<file path="config.mk">
export PLATFORM = sky130hd
export DESIGN_NAME = router_route_unit
export DESIGN_NICKNAME = d
export VERILOG_FILES = /design/src/rtl/router_route_unit.sv
export SDC_FILE = /design/constraint.sdc
export NUM_CORES = 1
export LEC_CHECK = 0
export ABC_CLOCK_PERIOD_IN_PS = 1400
export BUFFER_PORTS_ARGS = -buffer_cell sky130_fd_sc_hd__buf_2
export CORE_AREA = 2 2 39 41
export DETAILED_ROUTE_END_ITERATION = 6
export DIE_AREA = 0 0 41 43
export PLACE_DENSITY = 0.68
export SLEW_MARGIN = 20
export SYNTH_ARGS = -nofsm -noshare
export SYNTH_HDL_FRONTEND = slang
export SYNTH_SLANG_ARGS = --single-unit
</file>
<file path="constraint.sdc">
create_clock -name clk -period 1.4 [get_ports clk]
set_input_delay 0.07 -clock clk [delete_from_list [all_inputs] [get_ports clk]]
set_output_delay 0.07 -clock clk [all_outputs]
set_load 0.02 [all_outputs]
</file>
<file path="src/rtl/router_route_unit.sv">
// Per-input-port route computation: decodes head-flit destinations into a one-hot
// output-port request (XY or YX dimension order) and holds it for the whole packet.
module router_route_unit #(
  parameter int X_W    = 2,
  parameter int Y_W    = 1,
  parameter int MESH_X = 4,
  parameter int MESH_Y = 2
) (
  input  logic           clk,
  input  logic           rst_n,
  input  logic           en,
  input  logic           flit_valid,
  input  logic           flit_head,
  input  logic           flit_tail,
  input  logic [X_W-1:0] router_x,
  input  logic [Y_W-1:0] router_y,
  input  logic [X_W-1:0] dst_x,
  input  logic [Y_W-1:0] dst_y,
  input  logic           mode,
  output logic [4:0]     port,
  output logic           route_valid,
  output logic           dst_err,
  output logic           proto_err
);

  localparam logic [4:0] P_LOCAL = 5'b00001;
  localparam logic [4:0] P_X1    = 5'b00010;
  localparam logic [4:0] P_X2    = 5'b00100;
  localparam logic [4:0] P_Y1    = 5'b01000;
  localparam logic [4:0] P_Y2    = 5'b10000;
  localparam logic [31:0] MESH_X_U = 32'(MESH_X);
  localparam logic [31:0] MESH_Y_U = 32'(MESH_Y);

  typedef enum logic [1:0] {IDLE, LOCK, ONE} state_t;

  state_t     state;
  logic       accept;
  logic       dst_oor;
  logic [4:0] x_port;
  logic [4:0] y_port;
  logic [4:0] head_port;

  assign accept = en && flit_valid;

  always_comb begin
    dst_oor   = (32'(dst_x) >= MESH_X_U) || (32'(dst_y) >= MESH_Y_U);
    x_port    = 5'b00000;
    y_port    = 5'b00000;
    head_port = P_LOCAL;
    if (dst_x > router_x)      x_port = P_X2;
    else if (dst_x < router_x) x_port = P_X1;
    if (dst_y > router_y)      y_port = P_Y2;
    else if (dst_y < router_y) y_port = P_Y1;
    // Out-of-range destinations are ejected locally and dropped there.
    if (dst_oor)                head_port = P_LOCAL;
    else if (!mode) begin
      if (x_port != 5'b00000)      head_port = x_port;
      else if (y_port != 5'b00000) head_port = y_port;
    end else begin
      if (y_port != 5'b00000)      head_port = y_port;
      else if (x_port != 5'b00000) head_port = x_port;
    end
  end

  always_ff @(posedge clk or negedge rst_n) begin
    if (!rst_n) begin
      state       <= IDLE;
      port        <= 5'b00000;
      route_valid <= 1'b0;
      dst_err     <= 1'b0;
      proto_err   <= 1'b0;
    end else begin
      dst_err   <= 1'b0;
      proto_err <= 1'b0;
      if (en) begin
        case (state)
          IDLE, ONE: begin
            if (accept && flit_head) begin
              port        <= head_port;
              route_valid <= 1'b1;
              dst_err     <= dst_oor;
              state       <= flit_tail ? ONE : LOCK;
            end else if (accept) begin
              proto_err   <= 1'b1;
              state       <= IDLE;
              port        <= 5'b00000;
              route_valid <= 1'b0;
            end else if (state == ONE) begin
              state       <= IDLE;
              port        <= 5'b00000;
              route_valid <= 1'b0;
            end
          end
          LOCK: begin
            // After the tail the route stays up one more cycle; ONE then
            // either clears it or accepts a back-to-back head.
            if (accept && flit_head)      proto_err <= 1'b1;
            else if (accept && flit_tail) state     <= ONE;
          end
          default: begin
            state       <= IDLE;
            port        <= 5'b00000;
            route_valid <= 1'b0;
          end
        endcase
      end
    end
  end

endmodule
</file>
Word level (Yosys, flattened, before mapping). Index checks and enable logic that the tools add are counted.

Order comparisons: 4. Equality and inequality tests: 5. Muxes and demuxes: 29. Bitwise gates (word level): 1. Reduce and logical (&&, ||, !) cells: 9.

Operators by type and width (number): $mux 5 (10); $mux 2 (7); $pmux 5 s2 (1); $reduce_bool 5->1 (2); $mux 1 (7); $mux 4 (1); $ne 2x2->1 const B (2); $ne 4x4->1 const B (1); $pmux 1 s2 (2); $pmux 2 s2 (1); $reduce_and 4->1 (1); $logic_and 1x1->1 (3); $reduce_and 3->1 (1); $eq 2x1->1 const B (1); $eq 2x2->1 const B (1); $gt 2x2->1 (1); $logic_not 2->1 (1); $lt 2x2->1 (1); $reduce_or 2->1 (1); $gt 1x1->1 (1); $lt 1x1->1 (1); $not 1->1 (1).

Register bits: 9. Input bits: 13. Logic and storage cells: 52.

Logic depth before layout (Yosys ltp). Gate-level depths: netlist of run 1.

Depth in word-level cells: 9. Mapped depth: 5. Mapped depth without buffers: 5.

Least setup slack after synthesis of run 1. OpenSTA, ideal clock, no wires.

Path type: reg-to-reg. Start point: register state[0]. End point: register port[2]. Arrival: 1068 ps. Path slack: 264 ps. Stages on the path, launching flop included: 4. Period minus slack after synthesis: 1136 ps. Cell sequence: dfrtp_1 > and4b_4 > a21boi_2 > a32o_1.

Cells in the longest elaborated chain, start to end: 4. Elaborated cells on any way between the ends: 8.

Ends and longest elaborated chain: start: declaration (line 36) `state_t state;`; start signal: assignment (line 82) `state <= flit_tail ? ONE : LOCK;`; $eq 2x2->1 or $logic_not 2->1 (tied branches) (line 76, 88); $reduce_or 2->1 (line 76) `case (state)`; $ne 4x4->1 (no line); $reduce_and 3->1 (no line); end signal: assignment (line 79) `port <= head_port;`; end: declaration (line 20) `output logic [4:0] port,`.

Several ways; a longest one is shown, not always the timed one. A chain may end at the register's enable or synchronous reset.

Worst setup path after layout of run 1. Same ends and word-level chain as after synthesis.

==> flow_summary.ini, run 1 <==
[status]
status = complete, no violations

[clocking]
cts_tree = yes
clkSinkCount = 9
cts_buffers = 3
cts.path.max_buffers = 2
htreeDepth = 1
clkLatencyLatePin_ns = 0.26
clkTransAtPathRegs_ns = 0.06
hold_buffers = 1
cts_setup_buffers = 0
ctsResizeCount = 0
cts_root_buffer = clkbuf_4

[worst_setup_path]
crit_required_ns = 1.60
cp_data_arrival_time_ns = 1.41
crit_path_end_kind = register
path_max_fanout = 7
rr_worst_depth = 3
cp-start-kind = register
worstSetupPathType = register to register

[global_route]
antenna_found_initial = 0
first_global_vias = 429
grt_max_degree = 10
track_usage_pct = 13.66
grt-ovfl-total = 0
grt_pass1_wl_mm = 1.600

[power]
power_density_nw_per_um2 = 1164
cell_internal_pwr_mw = 0.5187
seq_power_share_pct = 43.6
p_switching_mw = 0.2459
leakagePower_nw = 0.3682
power_switching_share_pct = 32.16
combPwrFrac_pct = 30.3
finalPower_mw = 0.7646
max-vdd-ir-drop_uv = 563.7
power_frac_clock_pct = 26.1

[cells_and_area]
antennaDiodeCount = 0
n_fill_cell = 148
final_cell_area_um2 = 656.9
drive_gt1_share_pct = 34.72
layout_common_cells = buf_2 (19), dfrtp_1 (9), inv_1 (7), ha_1 (4)
final_common_cell = buf_2
area_delta_synth_final_pct = 28.05
nets = 90

[drt]
firstDrtPassIters = 4
wl_um = 975
wl_per_cell_um = 11.08
post_drt_via_cell_ratio = 4.989
drtAntennaViolNets = 0
drcViolationCount = 0
drt-initial-drc-count = 2
dr_total_vias = 439

[die]
dieArea_um2 = 1763
die-width_um = 41
start_util_pct = 37.07
ioPinCount = 21
placeableCoreArea_um2 = 1384
num_rows = 14
die_h_um = 43

[sta]
fin_crit_ns = 1.215
drv_slew = 0
hold_slack_ns = 0.06050
setup_viol = 0
hold_viol_final = 0
setup-tns-final_ns = 0
final.period_utilization_pct = 86.77
fmax_mhz = 823.2
rsz0062_at_grt = false
fin_skew_ns = 0.001597
setup_ws_ns = 0.1853

[synth]
synth_seq_cells = 9
synth_cells = 49
yosysTopAreaCellShare_pct = 43.90
yosys-top-cells-area = dfrtp_1 (44%), ha_1 (9.8%), a32o_1 (5.9%), inv_1 (5.1%), a22o_1 (5.1%)
avgSynthCellArea_um2 = 10.47
netlist_area_um2 = 513.0
seq_area_frac_synth_pct = 43.90
yosys_warnings = 0
syn_nets = 66
ys_types = 22
yosys.area.top_type = dfrtp_1

[worst_hold_path]
hold_path.class = input port to register
whs_path_depth = 2

[place]
portBuffers = 19
place_area_um2 = 620.6
gp_congestion = 0.7318
dp_hpwl_um = 762
dp_slack_ns = 0.1804

[run]
cap_violations = 0
-- layer usage --
| metal | vias up | part of all wire [%] | track usage, % |
|---|---|---|---|
| li1 | 221 | - | - |
| met1 | 202 | 49 | 16.22 |
| met4 | 0 | 0 | 10.00 |
| met2 | 16 | 44 | 20.00 |
| met5 | - | 0 | 0 |
| met3 | 0 | 7.2 | 3.665 |
-- flip-flops by register name (all words and copies together) (netlist names) --
| name | flops |
|---|---|
| port | 5 |
| state | 2 |
| proto_err | 1 |
| route_valid | 1 |
-- power by group through the flow --
stage | clock (mW) | combinational (mW) | sequential, mW
after floorplan | 0 | 0.111 | 0.378
after global placement | 0 | 0.228 | 0.337
after detailed placement | 0 | 0.231 | 0.339
after CTS | 0.206 | 0.235 | 0.334
after global routing | 0.224 | 0.259 | 0.340
final | 0.199 | 0.232 | 0.334
-- path summary, 6_finish.rpt --
| check | start | endpoint | slack [ns] |
|---|---|---|---|
| worst min register to register | route_valid$_DFFE_PN0P_ | route_valid$_DFFE_PN0P_ | 0.48 |
| min in group asynchronous | rst_n | port[4]$_DFFE_PN0P_ | 0.19 |
| worst max register to register | state[0]$_DFFE_PN0P_ | port[2]$_DFFE_PN0P_ | 0.19 |
| worst min-delay path | flit_head | proto_err$_DFF_PN0_ | 0.06 |
| worst max-delay path | state[0]$_DFFE_PN0P_ | port[2]$_DFFE_PN0P_ | 0.19 |
| max in group asynchronous | rst_n | proto_err$_DFF_PN0_ | 1.03 |
-- area by class of cell --
cell class / count / area [um^2] / share of cell area [%]
multi-input cells: 32 / 254.0 / 38.67
flip-flops and latches: 9 / 225.2 / 34.29
inverters: 7 / 26.28 / 4.000
repair buffers: 20 / 105.1 / 16.00
clock buffers: 4 / 26.28 / 4.000
well taps: 16 / 20.02 / 3.048
-- synthesized netlist by cell type --
cell / number
inv_1: 7
o21ai_1: 1
o21bai_1: 1
nand2_1: 3
o22ai_1: 1
buf_4: 1
and4b_4: 1
a21boi_2: 1
mux2_2: 1
ha_1: 4
nand3_1: 1
nor2b_1: 3
a22o_1: 3
o31ai_1: 1
nor3_1: 1
a21oi_1: 1
a21o_1: 3
nand2b_1: 1
conb_1: 1
dfrtp_1: 9
a32o_1: 3
a211oi_1: 1
-- worst max-delay path: stages, from the launching register on --
cell and delay, ns:
dfrtp_1 0.43, and4b_4 0.38, a21boi_2 0.18, a32o_1 0.17
-- cells by family after synthesis --
logic type | share of synthesized area, %
adders and majority gates | 9.756
DFF | 43.90
and+or+nand+nor | 11.71
muxes | 2.195
buffers and inverters | 6.587
AOI/OAI and AO/OA | 25.12
other | 0.7310
-- stage by stage --
stage / instances / utilization, %
final: 88 / 47.47
after global routing: 88 / 47.47
after CTS: 88 / 47.47
after detailed placement: 83 / 44.85
after global placement: 83 / 44.85
after floorplan: 49 / -
No activity file was read; power rests on OpenSTA's default activity.
==> run 2, diff against run 1 <==
- CTS_BUF_LIST: default -> sky130_fd_sc_hd__clkbuf_4
==> run 2 against run 1 <==
Net effect: wire length grew 0.10%; total power grew 2.7%; critical path type unchanged; clock skew shrank 0.0014 ns; flip-flop and latch count is the same; register-to-register slack is essentially flat; utilization grew 0.27 points; maximum frequency is essentially flat; first-iteration DRC count is the same; hold slack lost 0.0048 ns; final cell count is the same; design area grew 0.57%; via count grew 0.46%.
==> flow_summary.ini, run 2 (synthesis gave the netlist of run 1 again) <==
[status]
status = complete, no violations

[clocking]
clkLatencyLatePin_ns = 0.26
clkTransAtPathRegs_ns = 0.06
cts_tree = yes
clkSinkCount = 9
cts_root_buffer = clkbuf_4
cts_buffers = 3
cts_setup_buffers = 0
cts.path.max_buffers = 2
htreeDepth = 1

[run]
cap_violations = 0

[worst_setup_path]
crit_path_end_kind = register
cp_data_arrival_time_ns = 1.41
cpPeakStageDelay_ns = 0.43
cp.depth = 3
cp-start-kind = register
path_max_fanout = 7
path_cells = and4b_4 -> a21boi_2 -> a32o_1
worstSetupPathType = register to register
path_buf_inv = 0
cp_top_family = flip-flops
crit_required_ns = 1.60
rr_worst_depth = 3
slowest_stage = dfrtp_1

[global_route]
first_global_vias = 428
grt_max_degree = 10
grt_pass1_wl_mm = 1.607
track_usage_pct = 13.66
antenna_found_initial = 0
grt-ovfl-total = 0

[die]
placeableCoreArea_um2 = 1384
num_rows = 14
die-width_um = 41
start_util_pct = 37.07
die_h_um = 43
ioPinCount = 21
dieArea_um2 = 1763

[drt]
drtAntennaViolNets = 0
dr_total_vias = 441
drcViolationCount = 0
wl_um = 976
wl_per_cell_um = 11.09
drt-initial-drc-count = 2
firstDrtPassIters = 4
post_drt_via_cell_ratio = 5.011

[sta]
setup_ws_ns = 0.1849
drv_slew = 0
hold_viol_final = 0
fmax_mhz = 823.0
fin_crit_ns = 1.215
setup-tns-final_ns = 0
setup_viol = 0
fin_skew_ns = 0.0001848
final.period_utilization_pct = 86.79
hold_slack_ns = 0.05567
rsz0062_at_grt = false

[worst_hold_path]
whs_path_depth = 2
hold_path.class = input port to register

[power]
combPwrFrac_pct = 29.5
cell_internal_pwr_mw = 0.5381
max-vdd-ir-drop_uv = 563.7
power_frac_clock_pct = 28.0
p_switching_mw = 0.2471
power_density_nw_per_um2 = 1189
power_switching_share_pct = 31.47
seq_power_share_pct = 42.5
leakagePower_nw = 0.3716
finalPower_mw = 0.7852

[cells_and_area]
final_common_cell = buf_2
n_fill_cell = 149
final_cell_area_um2 = 660.6
nets = 90
largest_reg_flops = 5
regMostFlops = port
layout_common_cells = buf_2 (19), dfrtp_1 (9), inv_1 (7), ha_1 (4), clkbuf_4 (4)
antennaDiodeCount = 0
drive_gt1_share_pct = 36.11
area_delta_synth_final_pct = 28.78
largest_registers = port x5, state x2
fin_util_pct = 47.74
fin_cells = 88

[place]
dp_slack_ns = 0.1804
gp_congestion = 0.7318
dp_hpwl_um = 762
dp_cells = 83
portBuffers = 19
place_area_um2 = 620.6
[run 2: final cells by class]
type,count,area [um^2],area share (%)
clock buffer,4,30.03,4.545
inverter,7,26.28,3.977
multi-input combinational,32,254.0,38.45
sequential,9,225.2,34.09
tap,16,20.02,3.030
timing repair buffer,20,105.1,15.91
[run 2: power by group through the flow]
| stage | sequential, mW | combinational [mW] | clock (mW) |
|---|---|---|---|
| 6_report | 0.334 | 0.232 | 0.220 |
| 5_1_grt | 0.340 | 0.259 | 0.245 |
| 4_1_cts | 0.334 | 0.234 | 0.227 |
| 3_5_place_dp | 0.339 | 0.231 | 0 |
| 3_3_place_gp | 0.337 | 0.228 | 0 |
| 2_1_floorplan | 0.378 | 0.111 | 0 |
[run 2: per-layer routing]
| metal | part of all wire [%] | global-route usage (%) |
|---|---|---|
| met4 | 0 | 10.00 |
| met2 | 44 | 20.00 |
| met3 | 7.2 | 3.665 |
| met5 | 0 | 0 |
| met1 | 49 | 16.22 |
[run 2: worst paths after layout]
kind | slack [ns] | to | startpoint
worst max-delay path | 0.18 | port[2]$_DFFE_PN0P_ | state[0]$_DFFE_PN0P_
worst min-delay path | 0.06 | proto_err$_DFF_PN0_ | flit_head
min in group asynchronous | 0.19 | port[4]$_DFFE_PN0P_ | rst_n
max in group asynchronous | 1.03 | proto_err$_DFF_PN0_ | rst_n
worst max register to register | 0.18 | port[2]$_DFFE_PN0P_ | state[0]$_DFFE_PN0P_
worst min register to register | 0.48 | route_valid$_DFFE_PN0P_ | route_valid$_DFFE_PN0P_
[run 2: repair_timing]
action | CTS | global route
hold endpoints to repair | 9 | 0
setup endpoints to repair | 0 | 0
hold buffers | 1 | 0
resized for setup | 0 | 0
